`config.mk`:
```
export PLATFORM = sky130hd
export DESIGN_NAME = fence_sequencer_flat
export DESIGN_NICKNAME = d
export VERILOG_FILES = /design/src/rtl/fence_sequencer_pkg.sv /design/src/rtl/fence_sequencer_if.sv /design/src/rtl/fence_sequencer_watchdog.sv /design/src/rtl/fence_sequencer.sv /design/src/flat_wrapper.sv
export SDC_FILE = /design/constraint.sdc
export NUM_CORES = 1
export LEC_CHECK = 0
export BUFFER_PORTS_ARGS = -buffer_cell sky130_fd_sc_hd__buf_2
export CELL_PAD_IN_SITES_DETAIL_PLACEMENT = 1
export CELL_PAD_IN_SITES_GLOBAL_PLACEMENT = 1
export CORE_MARGIN = 3
export CORE_UTILIZATION = 40
export DETAILED_ROUTE_END_ITERATION = 10
export GPL_TIMING_DRIVEN = 0
export PLACE_DENSITY_LB_ADDON = 0.1
export SKIP_CTS_REPAIR_TIMING = 1
export SLEW_MARGIN = 20
export SYNTH_ARGS = -nofsm -noshare
export SYNTH_HDL_FRONTEND = slang
export SYNTH_HIERARCHICAL = 1
export SYNTH_SLANG_ARGS = --single-unit
```
`constraint.sdc`:
```
create_clock -name clk_i -period 4.8 [get_ports clk_i]
set_input_delay 0.72 -clock clk_i [delete_from_list [all_inputs] [get_ports clk_i]]
set_output_delay 0.72 -clock clk_i [all_outputs]
set_load 0.01 [all_outputs]
```
`src/rtl/fence_sequencer_pkg.sv`:
```
// Shared types for the fence sequencer: latched operation and FSM state encodings.
package fence_sequencer_pkg;

  typedef enum logic [1:0] {
    FSEQ_NONE    = 2'd0,
    FSEQ_FENCE   = 2'd1,
    FSEQ_FENCE_I = 2'd2,
    FSEQ_SFENCE  = 2'd3
  } fseq_op_e;

  typedef enum logic [2:0] {
    FSEQ_IDLE,
    FSEQ_DRAIN,
    FSEQ_DFLUSH,
    FSEQ_IFLUSH,
    FSEQ_TLBFL,
    FSEQ_RESUME
  } fseq_state_e;

  // FENCE.I outranks SFENCE.VMA, which outranks FENCE.
  function automatic fseq_op_e fseq_pick_op(logic fence, logic fence_i, logic sfence);
    if (fence_i)     return FSEQ_FENCE_I;
    else if (sfence) return FSEQ_SFENCE;
    else if (fence)  return FSEQ_FENCE;
    else             return FSEQ_NONE;
  endfunction

endpackage

```
`src/rtl/fence_sequencer_if.sv`:
```
// Request/action bundle between commit_stage, caches/MMU and the fence sequencer.
interface fence_sequencer_if;

  logic halt_i;
  logic fence_req_i;
  logic fence_i_req_i;
  logic sfence_vma_req_i;
  logic no_st_pending_i;
  logic dcache_flush_ack_i;
  logic dcache_flush_o;
  logic icache_flush_o;
  logic tlb_flush_o;
  logic flush_pipeline_o;
  logic done_o;
  logic busy_o;
  logic timeout_o;
  fence_sequencer_pkg::fseq_op_e op_o;

  modport master (
    output halt_i, fence_req_i, fence_i_req_i, sfence_vma_req_i,
           no_st_pending_i, dcache_flush_ack_i,
    input  dcache_flush_o, icache_flush_o, tlb_flush_o, flush_pipeline_o,
           done_o, busy_o, timeout_o, op_o
  );

  modport slave (
    input  halt_i, fence_req_i, fence_i_req_i, sfence_vma_req_i,
           no_st_pending_i, dcache_flush_ack_i,
    output dcache_flush_o, icache_flush_o, tlb_flush_o, flush_pipeline_o,
           done_o, busy_o, timeout_o, op_o
  );

endinterface

```
`src/rtl/fence_sequencer_watchdog.sv`:
```
// Saturating wait counter; expired_o flags the last permitted waiting cycle.
module fence_sequencer_watchdog #(
  parameter int unsigned LIMIT = 1024
) (
  input  logic clk_i,
  input  logic rst_ni,
  input  logic clear_i,
  input  logic enable_i,
  output logic expired_o
);

  localparam int unsigned CW = $clog2(LIMIT + 1);

  logic [CW-1:0] count_q, count_d;

  always_comb begin
    count_d = count_q;
    if (clear_i) begin
      count_d = '0;
    end else if (enable_i && (count_q != '1)) begin
      count_d = count_q + CW'(1);
    end
  end

  always_ff @(posedge clk_i or negedge rst_ni) begin
    if (!rst_ni) count_q <= '0;
    else         count_q <= count_d;
  end

  assign expired_o = (count_q == CW'(LIMIT - 1));

endmodule

```
`src/rtl/fence_sequencer.sv`:
```
// Orders FENCE / FENCE.I / SFENCE.VMA: drain stores, flush D$/I$/TLB, then one pipeline-flush pulse.
module fence_sequencer
  import fence_sequencer_pkg::*;
#(
  parameter int unsigned TIMEOUT_CYCLES        = 1024,
  parameter bit          FLUSH_DCACHE_ON_FENCE = 1'b1
) (
  input logic               clk_i,
  input logic               rst_ni,
  fence_sequencer_if.slave  fs
);

  fseq_state_e state_q, state_d;
  fseq_op_e    op_q, op_d;
  logic        timeout_q, timeout_d;
  logic        wd_expired;
  logic        any_req;

  assign any_req = fs.fence_req_i | fs.fence_i_req_i | fs.sfence_vma_req_i;

  // A completion in the expiry cycle is checked first, so it beats the watchdog.
  always_comb begin
    state_d   = state_q;
    op_d      = op_q;
    timeout_d = 1'b0;
    unique case (state_q)
      FSEQ_IDLE: begin
        if (!fs.halt_i && any_req) begin
          op_d    = fseq_pick_op(fs.fence_req_i, fs.fence_i_req_i, fs.sfence_vma_req_i);
          state_d = FSEQ_DRAIN;
        end
      end
      FSEQ_DRAIN: begin
        if (fs.no_st_pending_i) begin
          unique case (op_q)
            FSEQ_FENCE_I: state_d = FSEQ_DFLUSH;
            FSEQ_SFENCE:  state_d = FSEQ_TLBFL;
            default:      state_d = FLUSH_DCACHE_ON_FENCE ? FSEQ_DFLUSH : FSEQ_RESUME;
          endcase
        end else if (wd_expired) begin
          state_d   = FSEQ_IDLE;
          op_d      = FSEQ_NONE;
          timeout_d = 1'b1;
        end
      end
      FSEQ_DFLUSH: begin
        if (fs.dcache_flush_ack_i) begin
          state_d = (op_q == FSEQ_FENCE_I) ? FSEQ_IFLUSH : FSEQ_RESUME;
        end else if (wd_expired) begin
          state_d   = FSEQ_IDLE;
          op_d      = FSEQ_NONE;
          timeout_d = 1'b1;
        end
      end
      FSEQ_IFLUSH: state_d = FSEQ_RESUME;
      FSEQ_TLBFL:  state_d = FSEQ_RESUME;
      FSEQ_RESUME: begin
        state_d = FSEQ_IDLE;
        op_d    = FSEQ_NONE;
      end
      default: begin
        state_d = FSEQ_IDLE;
        op_d    = FSEQ_NONE;
      end
    endcase
  end

  always_ff @(posedge clk_i or negedge rst_ni) begin
    if (!rst_ni) begin
      state_q   <= FSEQ_IDLE;
      op_q      <= FSEQ_NONE;
      timeout_q <= 1'b0;
    end else begin
      state_q   <= state_d;
      op_q      <= op_d;
      timeout_q <= timeout_d;
    end
  end

  fence_sequencer_watchdog #(
    .LIMIT (TIMEOUT_CYCLES)
  ) u_watchdog (
    .clk_i     (clk_i),
    .rst_ni    (rst_ni),
    .clear_i   (state_d != state_q),
    .enable_i  ((state_q == FSEQ_DRAIN) || (state_q == FSEQ_DFLUSH)),
    .expired_o (wd_expired)
  );

  // D$ request drops in the ack cycle itself; the state follows on the next edge.
  assign fs.dcache_flush_o   = (state_q == FSEQ_DFLUSH) && !fs.dcache_flush_ack_i;
  assign fs.icache_flush_o   = (state_q == FSEQ_IFLUSH);
  assign fs.tlb_flush_o      = (state_q == FSEQ_TLBFL);
  assign fs.flush_pipeline_o = (state_q == FSEQ_RESUME);
  assign fs.done_o           = (state_q == FSEQ_RESUME);
  assign fs.busy_o           = (state_q != FSEQ_IDLE);
  assign fs.timeout_o        = timeout_q;
  assign fs.op_o             = op_q;

endmodule

```
`src/flat_wrapper.sv`:
```
// flat-port wrapper written by rule: the top's interface ports become plain ports
module fence_sequencer_flat import fence_sequencer_pkg::*;
#(
  parameter int unsigned TIMEOUT_CYCLES        = 1024,
  parameter bit          FLUSH_DCACHE_ON_FENCE = 1'b1
)
  (clk_i, rst_ni, fs_halt_i, fs_fence_req_i, fs_fence_i_req_i, fs_sfence_vma_req_i, fs_no_st_pending_i, fs_dcache_flush_ack_i, fs_dcache_flush_o, fs_icache_flush_o, fs_tlb_flush_o, fs_flush_pipeline_o, fs_done_o, fs_busy_o, fs_timeout_o, fs_op_o);
  fence_sequencer_if fs_i ();
  input logic clk_i;
  input logic rst_ni;
  input wire logic [$bits(fs_i.halt_i)-1:0] fs_halt_i;
  input wire logic [$bits(fs_i.fence_req_i)-1:0] fs_fence_req_i;
  input wire logic [$bits(fs_i.fence_i_req_i)-1:0] fs_fence_i_req_i;
  input wire logic [$bits(fs_i.sfence_vma_req_i)-1:0] fs_sfence_vma_req_i;
  input wire logic [$bits(fs_i.no_st_pending_i)-1:0] fs_no_st_pending_i;
  input wire logic [$bits(fs_i.dcache_flush_ack_i)-1:0] fs_dcache_flush_ack_i;
  output wire logic [$bits(fs_i.dcache_flush_o)-1:0] fs_dcache_flush_o;
  output wire logic [$bits(fs_i.icache_flush_o)-1:0] fs_icache_flush_o;
  output wire logic [$bits(fs_i.tlb_flush_o)-1:0] fs_tlb_flush_o;
  output wire logic [$bits(fs_i.flush_pipeline_o)-1:0] fs_flush_pipeline_o;
  output wire logic [$bits(fs_i.done_o)-1:0] fs_done_o;
  output wire logic [$bits(fs_i.busy_o)-1:0] fs_busy_o;
  output wire logic [$bits(fs_i.timeout_o)-1:0] fs_timeout_o;
  output wire logic [$bits(fs_i.op_o)-1:0] fs_op_o;
  assign fs_i.halt_i = fs_halt_i;
  assign fs_i.fence_req_i = fs_fence_req_i;
  assign fs_i.fence_i_req_i = fs_fence_i_req_i;
  assign fs_i.sfence_vma_req_i = fs_sfence_vma_req_i;
  assign fs_i.no_st_pending_i = fs_no_st_pending_i;
  assign fs_i.dcache_flush_ack_i = fs_dcache_flush_ack_i;
  assign fs_dcache_flush_o = fs_i.dcache_flush_o;
  assign fs_icache_flush_o = fs_i.icache_flush_o;
  assign fs_tlb_flush_o = fs_i.tlb_flush_o;
  assign fs_flush_pipeline_o = fs_i.flush_pipeline_o;
  assign fs_done_o = fs_i.done_o;
  assign fs_busy_o = fs_i.busy_o;
  assign fs_timeout_o = fs_i.timeout_o;
  assign fs_op_o = fs_i.op_o;
  fence_sequencer #(.TIMEOUT_CYCLES(TIMEOUT_CYCLES), .FLUSH_DCACHE_ON_FENCE(FLUSH_DCACHE_ON_FENCE)) u_core (.clk_i(clk_i), .rst_ni(rst_ni), .fs(fs_i));
endmodule
```
# Yosys cells after proc, flatten, opt, wreduce, memory -nomap -nowiden
# Cells that the tools add are included.
# Widths: inputs -> output; s select.
op_classes:
  muxes: 21
  addsub: 1
  n_bitwise: 3
  eq_ne: 13
  n_reduce_logical: 11
ops:
  columns: ["cell", "n"]
  rows:
  - ["$mux 11", 2]
  - ["$mux 3", 6]
  - ["$mux 2", 6]
  - ["$pmux 3 s4", 1]
  - ["$add 11x1->11 const B", 1]
  - ["$eq 11x10->1 const B", 1]
  - ["$ne 11x11->1 const B", 1]
  - ["$pmux 2 s4", 1]
  - ["$eq 3x2->1 const B", 2]
  - ["$eq 3x3->1 const B", 2]
  - ["$eq 2x2->1 const B", 2]
  - ["$mux 1", 4]
  - ["$ne 2x2->1 const B", 2]
  - ["$reduce_and 4->1", 1]
  - ["$eq 3x1->1 const B", 1]
  - ["$logic_and 1x1->1", 3]
  - ["$logic_not 3->1", 1]
  - ["$ne 3x3->1", 1]
  - ["$reduce_bool 3->1", 1]
  - ["$logic_not 1->1", 2]
  - ["$ne 2x1->1 const B", 1]
  - ["$or 1x1->1", 2]
  - ["$pmux 1 s2", 1]
  - ["$reduce_bool 2->1", 1]
  - ["3 further kinds", 3]
word_totals:
  input_bits: 8
  register_bits: 17
  elab_cells: 53
  out_inout_bits: 9

# Logic depth before layout (Yosys ltp)
# Gate-level depths: netlist (run 1).
depth:
  depth_word: 7
  ltp_mapped: 10
  depth_no_buf: 9

# By module
# Netlist (run 1), hierarchy kept.
modules_own_cells:
  columns: ["mod", "cells_per_inst", "n_inst", "area_each_um2"]
  rows:
  - ["fence_sequencer_watchdog", 62, 1, 608.1]
  - ["fence_sequencer", 61, 1, 543.0]

# Worst setup path before layout (run 1)
# No wires, ideal clock.
synth_path:
  kind: "reg2reg"
  start: "reg u_core.u_watchdog.count_q[0]"
  end: "reg u_core.u_watchdog.count_q[0]"
  path_stages_with_launch: 11
  setup_ns: 0.132
  setup_slack_ns: 2.493
  path_buffers: 1
  synth_period_minus_slack_ns: 2.307
  arrival_ns: 2.175
  path_cell_list: "dfrtp_1 > ha_1 > and2_1 > nand2_2 > nor3_1 > or2_1 > a211oi_1 > a221oi_2 > o22ai_1 > clkbuf_1 > nor2_1"
synth_between:
  elab_chain_len: 6
  word_cells_on_any_way: 12
  cone_classes: "1 x add/sub; 3 x eq/ne; 6 x mux; 2 x reduce/logical"
synth_rtl:
  columns: ["element", "line", "rtl"]
  rows:
  - ["start: declaration", "fence_sequencer_watchdog.sv:14", "logic [CW-1:0] count_q, count_d;"]
  - ["start signal: assignment", "fence_sequencer_watchdog.sv:27", "else count_q <= count_d;"]
  - ["$eq 11x10->1 (*)", "fence_sequencer_watchdog.sv:30", "assign expired_o = (count_q == CW'(LIMIT - 1));"]
  - ["named net u_core.wd_expired", "fence_sequencer.sv:16", "logic wd_expired;"]
  - ["$mux 3 (*)", "fence_sequencer.sv:40, fence_sequencer.sv:49", null]
  - ["$mux 3, on equally long branches", "fence_sequencer.sv:47, fence_sequencer.sv:34", null]
  - ["$pmux 3 s4 (*)", "fence_sequencer.sv:26", "unique case (state_q)"]
  - ["$ne 3x3->1 (*)", "fence_sequencer.sv:85", ".clear_i (state_d != state_q),"]
  - ["$mux 11 or $reduce_bool 2->1 (tied branches)", null, null]
# The timed path passes the listed nets; every way through them passes the cells marked *. The select of a mux whose other input is x is not followed.
# A chain may end at the register's enable or synchronous reset.

# Worst setup path in the final report (run 1)
layout_path:
  start: "reg u_core.u_watchdog.count_q[0]"
  end: "reg u_core.u_watchdog.count_q[7]"
# The elaborated chain is that of the path after synthesis.

==> reports/results.tsv, run 1 <==
metric	value	unit
rsz0062_at_grt	false	
finalCritPeriodShare	58.9	%
slew_viol_final	0	
drt_iter0_markers	29	
synthCells	123	
synth_warnings	6	
min_path_type	in2async	
endpoint_kind	flop	
dp_hpwl	2170	um
antenna_cells	0	
drive_above_1_share	25.9	%
synth_seq_cells	17	
synth_ff_type	dfrtp_1	
crit_type	reg2reg	
cp.required	4.95	ns
antenna_found_initial	0	
cts.clk_slew.worst_paths	0.10	ns
tns	0	ns
rows	18	
numCtsBuffers	3	
netlist_top_cells_count	dfrtp_1, a21oi_1, nor2_1	
period_minus_slack	2.83	ns
clock-sinks	17	
synthTopCellsByArea	dfrtp_1, a21oi_1, nor2_1	
critPathMaxFanout	10	
via_per_inst	5.97	
syn_area_per_cell	9.36	um^2
cp-startpoint	u_core/u_watchdog/count_q[0]$_DFFE_PN0P_	
synth_most_common_cell	dfrtp_1	
nets	153	
ys_seq_area_share	37.0	%
dr_total_vias	1033	
syn_nets	132	
internal_power	0.000363	W
start_util	44.1	%
die_area	3560	um^2
clockPowerShare	11.3	%
power.switching	0.000301	W
hold_viol_final	0	
crit_arrival	2.98	ns
syn_to_final_growth	12.5	%
setup_violations	0	
pwr-share-comb	59.1	%
grt_pass1_wl	5230	um
port_buffers	16	
synth-edff-count	0	
reg2reg_slack	1.97	ns
drtPass1Iterations	4	
power_leakage	0.575	nW
pre_cts_slack	1.98	ns
syn-cell-area	1150	um^2
setup_slack	1.97	ns
wl_per_cell	16.9	um
netlist.area_leader.share	37.0	%
cts-root-buf	clkbuf_4	
p_total	0.000665	W
yosysTopAreaCell	dfrtp_1	
max_freq	0.354	GHz
finalWirelength	2920	um
synth_cell_types	52	
powerDensity	513	nW/um^2
cts_buffer_depth	2	
die_w	59.6	um
place.gp.congestion	0.862	
io_pins	17	
drv_cap	0	
fin_skew	0.00295	ns
tightestPinTransition	0.618	ns
cp-start-kind	flop	
timing.rr.end	u_core/u_watchdog/count_q[7]$_DFFE_PN0P_	
status	finished clean	
grt_pass1_vias	1088	
reg2reg_depth	10	
grt_max_degree	18	
grtUsageTotal	19.1	%
globalRoute.totalOverflow	0	
p_sw_share	45.4	%
async_reset_ff_share	100	%
htree_num_levels	1	
clkLatencyLatePin	0.28	ns
ant_nets	0	
core-area	2610	um^2
ir_drop	0.298	mV
seqPwrFrac	29.6	%
drc	0	
slew_headroom	58.5	%
rr_startpoint	u_core/u_watchdog/count_q[0]$_DFFE_PN0P_	
tritoncts	yes	
die_h	59.6	um
sequential cells by signal, indices dropped and copies added, names as in the netlist:
signal / count
u_core/fs.op_o: 2
u_core/fs.timeout_o: 1
u_core/state_q: 3
u_core/u_watchdog/count_q: 11
kinds of logic after synthesis:
logic type,count (synthesis),share of synthesized area [%]
AND/OR/NAND/NOR,58,29.3
adder cells (fa/ha/maj),1,1.09
AO/OA/AOI/OAI,34,23.6
buffers and inverters,8,4.67
XOR/XNOR,2,1.52
flip-flops,17,37.0
multiplexers,3,2.83
worst max-delay path by stage:
stage	slack [ns]	cells after the start	end
after global routing	1.70	10	u_core/u_watchdog/count_q[7]$_DFFE_PN0P_
after detailed placement	1.98	10	u_core/u_watchdog/count_q[1]$_DFFE_PN0P_
after global placement	2.06	10	u_core/u_watchdog/count_q[1]$_DFFE_PN0P_
after CTS	1.97	10	u_core/u_watchdog/count_q[1]$_DFFE_PN0P_
after floorplan	2.49	10	u_core/u_watchdog/count_q[0]$_DFFE_PN0P_
final	1.97	10	u_core/u_watchdog/count_q[7]$_DFFE_PN0P_
worst max-delay path: stages (launching register included):
cell	delay [ns]
dfrtp_1	0.42
ha_1	0.24
and2_1	0.21
nand2_2	0.10
nor3_1	0.11
or2_1	0.23
a211oi_1	0.46
a221oi_2	0.14
o22ai_1	0.27
clkbuf_1	0.42
a21oi_1	0.09
layout make-up:
class                   count  area (um^2)
repair buffers             16         80.1
inverters                   2         7.51
clock buffers               4         26.3
plain buffers               6         46.3
well taps                  30         37.5
multi-input cells          98          672
flip-flops and latches     17          425
fillers                   316         1320
metal layers:
metal | wire length [um] | vias up | global-route usage (%)
met2 | 1330 | 21 | 29.2
li1 | - | 501 | -
met1 | 1470 | 511 | 27.5
met5 | 0 | - | 0
met3 | 124 | 0 | 5.45
met4 | 0 | 0 | 2.53
layout by cell type (no fill, tap or decap), types with 2 or more instances in the layout:
cell,Yosys,routed
a21oi_1,11,11
and2_1,2,2
and3_1,4,4
buf_2,1,17
buf_4,2,2
buf_6,2,2
clkbuf_1,1,2
clkbuf_4,0,3
dfrtp_1,17,17
mux2_1,2,2
nand2_1,6,6
nand2b_1,3,3
nand3_1,4,4
nor2_1,11,11
nor2b_1,4,4
nor3_1,6,6
nor3_2,2,2
o21ai_1,5,5
or2_1,2,2
or3_1,4,4
xor2_1,2,2
stage by stage:
stage	instances	instance area, um^2	util [%]	hold slack (ns)
floorplan	123	1150	-	0.424
global placement	169	1270	48.6	0.507
detailed placement	169	1270	48.6	0.514
CTS	173	1290	49.6	0.350
global route	173	1290	49.6	0.347
finish	173	1290	49.6	0.341
power by group through the flow:
stage,Combinational [W],Clock (W),Sequential (W)
global route,0.000437,0.0000869,0.000202
floorplan,0.000290,0,0.000191
CTS,0.000395,0.0000781,0.000196
detailed placement,0.000393,0,0.000199
finish,0.000393,0.0000751,0.000196
global placement,0.000380,0,0.000197
Power figures use the tool's default switching activity.
==> run 2, diff against run 1 <==
==> constraint.sdc (replaced) <==
create_clock -name clk_i -period 2.6 [get_ports clk_i]
set_input_delay 0.39 -clock clk_i [delete_from_list [all_inputs] [get_ports clk_i]]
set_output_delay 0.39 -clock clk_i [all_outputs]
set_load 0.01 [all_outputs]
==> run 2 against run 1 <==
Net effect:
- first-iteration DRC count increased by 41%
- critical path depth unchanged
- non-clock buffer count unchanged
- core utilization increased by 1.1 points
- via count decreased by 0.29%
- combinational power increased by 93%
- sequential share of layout area decreased by 0.68 points
- clock power increased by 82%
- largest cell class unchanged
- highest routed layer is now met4
==> reports/results.tsv, run 2 (synthesis results as in run 1) <==
metric	value	unit	change
ir_drop	0.555	mV	+86%
period_minus_slack	2.39	ns	-0.437 ns
hold_ws	0.0140	ns	-0.327 ns
die_h	59.6	um	unchanged
cp.required	2.77	ns	-2.18 ns
crit_type	reg2reg		
via_per_inst	5.95		-0.29%
max_freq	0.419	GHz	+18%
drive_above_1_share	28.0	%	+2.1 points
dr_total_vias	1030		-0.29%
rows	18		unchanged
final_area	1320	um^2	+2.1%
cts.clk_slew.worst_paths	0.09	ns	about the same
antenna_cells	0		unchanged
clock-sinks	17		unchanged
rsz0062_at_grt	false		
nets	153		unchanged
max_stage_delay	0.43	ns	-0.03 ns
die_w	59.6	um	unchanged
tightestPinTransition	0.561	ns	-0.0573 ns
mostFrequentLayoutCells	buf_2, dfrtp_1, a21oi_1, nor2_1, nand2_1		
crit_buf_inv	1		unchanged
finalCritPeriodShare	91.9	%	+33 points
min_path_type	in2async		
endpoint_kind	flop		
cts_buffer_depth	2		unchanged
slew_headroom	62.5	%	+4.1 points
dp_hpwl	2170	um	unchanged
start_util	44.1	%	unchanged
path_cells	ha_1 -> and2_1 -> nand2_2 -> nor3_4 -> or2_1 -> a211oi_4 -> a221oi_2 -> o22ai_1 -> buf_4 -> a21oi_1		
tns	0	ns	unchanged
grt_max_degree	18		unchanged
clkLatencyLatePin	0.28	ns	about the same
drc	0		unchanged
crit_arrival	2.56	ns	-0.42 ns
grt_pass1_vias	1088		unchanged
power_leakage	0.582	nW	+1.2%
wl_per_cell	16.8	um	-0.41%
powerDensity	952	nW/um^2	+85%
largest-register	u_core/u_watchdog/count_q		
grt_pass1_wl	5230	um	unchanged
cp-start-kind	flop		
tritoncts	yes		
hold_viol_final	0		unchanged
core-area	2610	um^2	unchanged
drt_iter0_markers	41		+41%
io_pins	17		unchanged
syn_to_final_growth	14.9	%	
drtPass1Iterations	4		unchanged
cts-root-buf	clkbuf_4		
status	finished clean		
setup_violations	0		unchanged
place_inst	169		unchanged
final_cells	173		unchanged
grtUsageTotal	19.1	%	unchanged
largest_reg_flops	11		unchanged
port_buffers	16		unchanged
placed_area	1270	um^2	unchanged
pre_cts_slack	-0.215	ns	-2.20 ns
finalWirelength	2910	um	-0.41%
globalRoute.totalOverflow	0		unchanged
setup_slack	0.211	ns	-1.76 ns
slew_viol_final	0		unchanged
fin_skew	0.00428	ns	+0.00133 ns
critPathTopFamily	compound AO/OA/AOI/OAI gates		
numCtsBuffers	3		unchanged
drv_cap	0		unchanged
antenna_found_initial	0		unchanged
die_area	3560	um^2	unchanged
place.gp.congestion	0.862		unchanged
ant_nets	0		unchanged
htree_num_levels	1		unchanged
critPathSlowestCell	dfrtp_1		
critPathMaxFanout	10		unchanged
[run 2: through the flow]
stage                     total power [W]  util [%]
after detailed placement          0.00109      48.6
final                             0.00126      50.6
after global placement            0.00107      48.6
after global routing              0.00137      50.6
after CTS                         0.00124      49.6
after floorplan                  0.000887         -
[run 2: final cells by class]
class	count	area, um^2
sequential	17	425
inverter	2	7.51
fill	313	1290
clock buffer	4	26.3
tap	30	37.5
timing repair buffer	16	80.1
multi-input combinational	98	696
buffer	6	50.0
[run 2: final timing paths]
check                                                          from                                        to  slack [ns]  depth (start not counted)
max                        u_core/u_watchdog/count_q[0]$_DFFE_PN0P_  u_core/u_watchdog/count_q[8]$_DFFE_PN0P_        0.21                         10
max reg2reg                u_core/u_watchdog/count_q[0]$_DFFE_PN0P_  u_core/u_watchdog/count_q[8]$_DFFE_PN0P_        0.21                         10
max in group asynchronous                                    rst_ni  u_core/u_watchdog/count_q[4]$_DFFE_PN0P_        2.31                          1
min                                                          rst_ni  u_core/u_watchdog/count_q[2]$_DFFE_PN0P_        0.01                          1
min in group clk_i                                        fs_halt_i               u_core/state_q[0]$_DFF_PN0_        0.47                          3
min reg2reg                u_core/u_watchdog/count_q[1]$_DFFE_PN0P_  u_core/u_watchdog/count_q[1]$_DFFE_PN0P_        0.59                          2
[run 2: where the power goes]
part	switching (W)	internal, W
clock network	0.0000779	0.0000596
logic	0.000427	0.000333
registers	0.0000595	0.000303
[run 2: metal layers]
metal	global-route usage, %	share of wire, %	wire, um	vias up
li1	-	-	-	497
met4	2.53	0.28	8	0
met1	27.5	49	1430	507
met5	0	0	0	-
met3	5.45	5.3	153	2
met2	29.2	45	1310	24
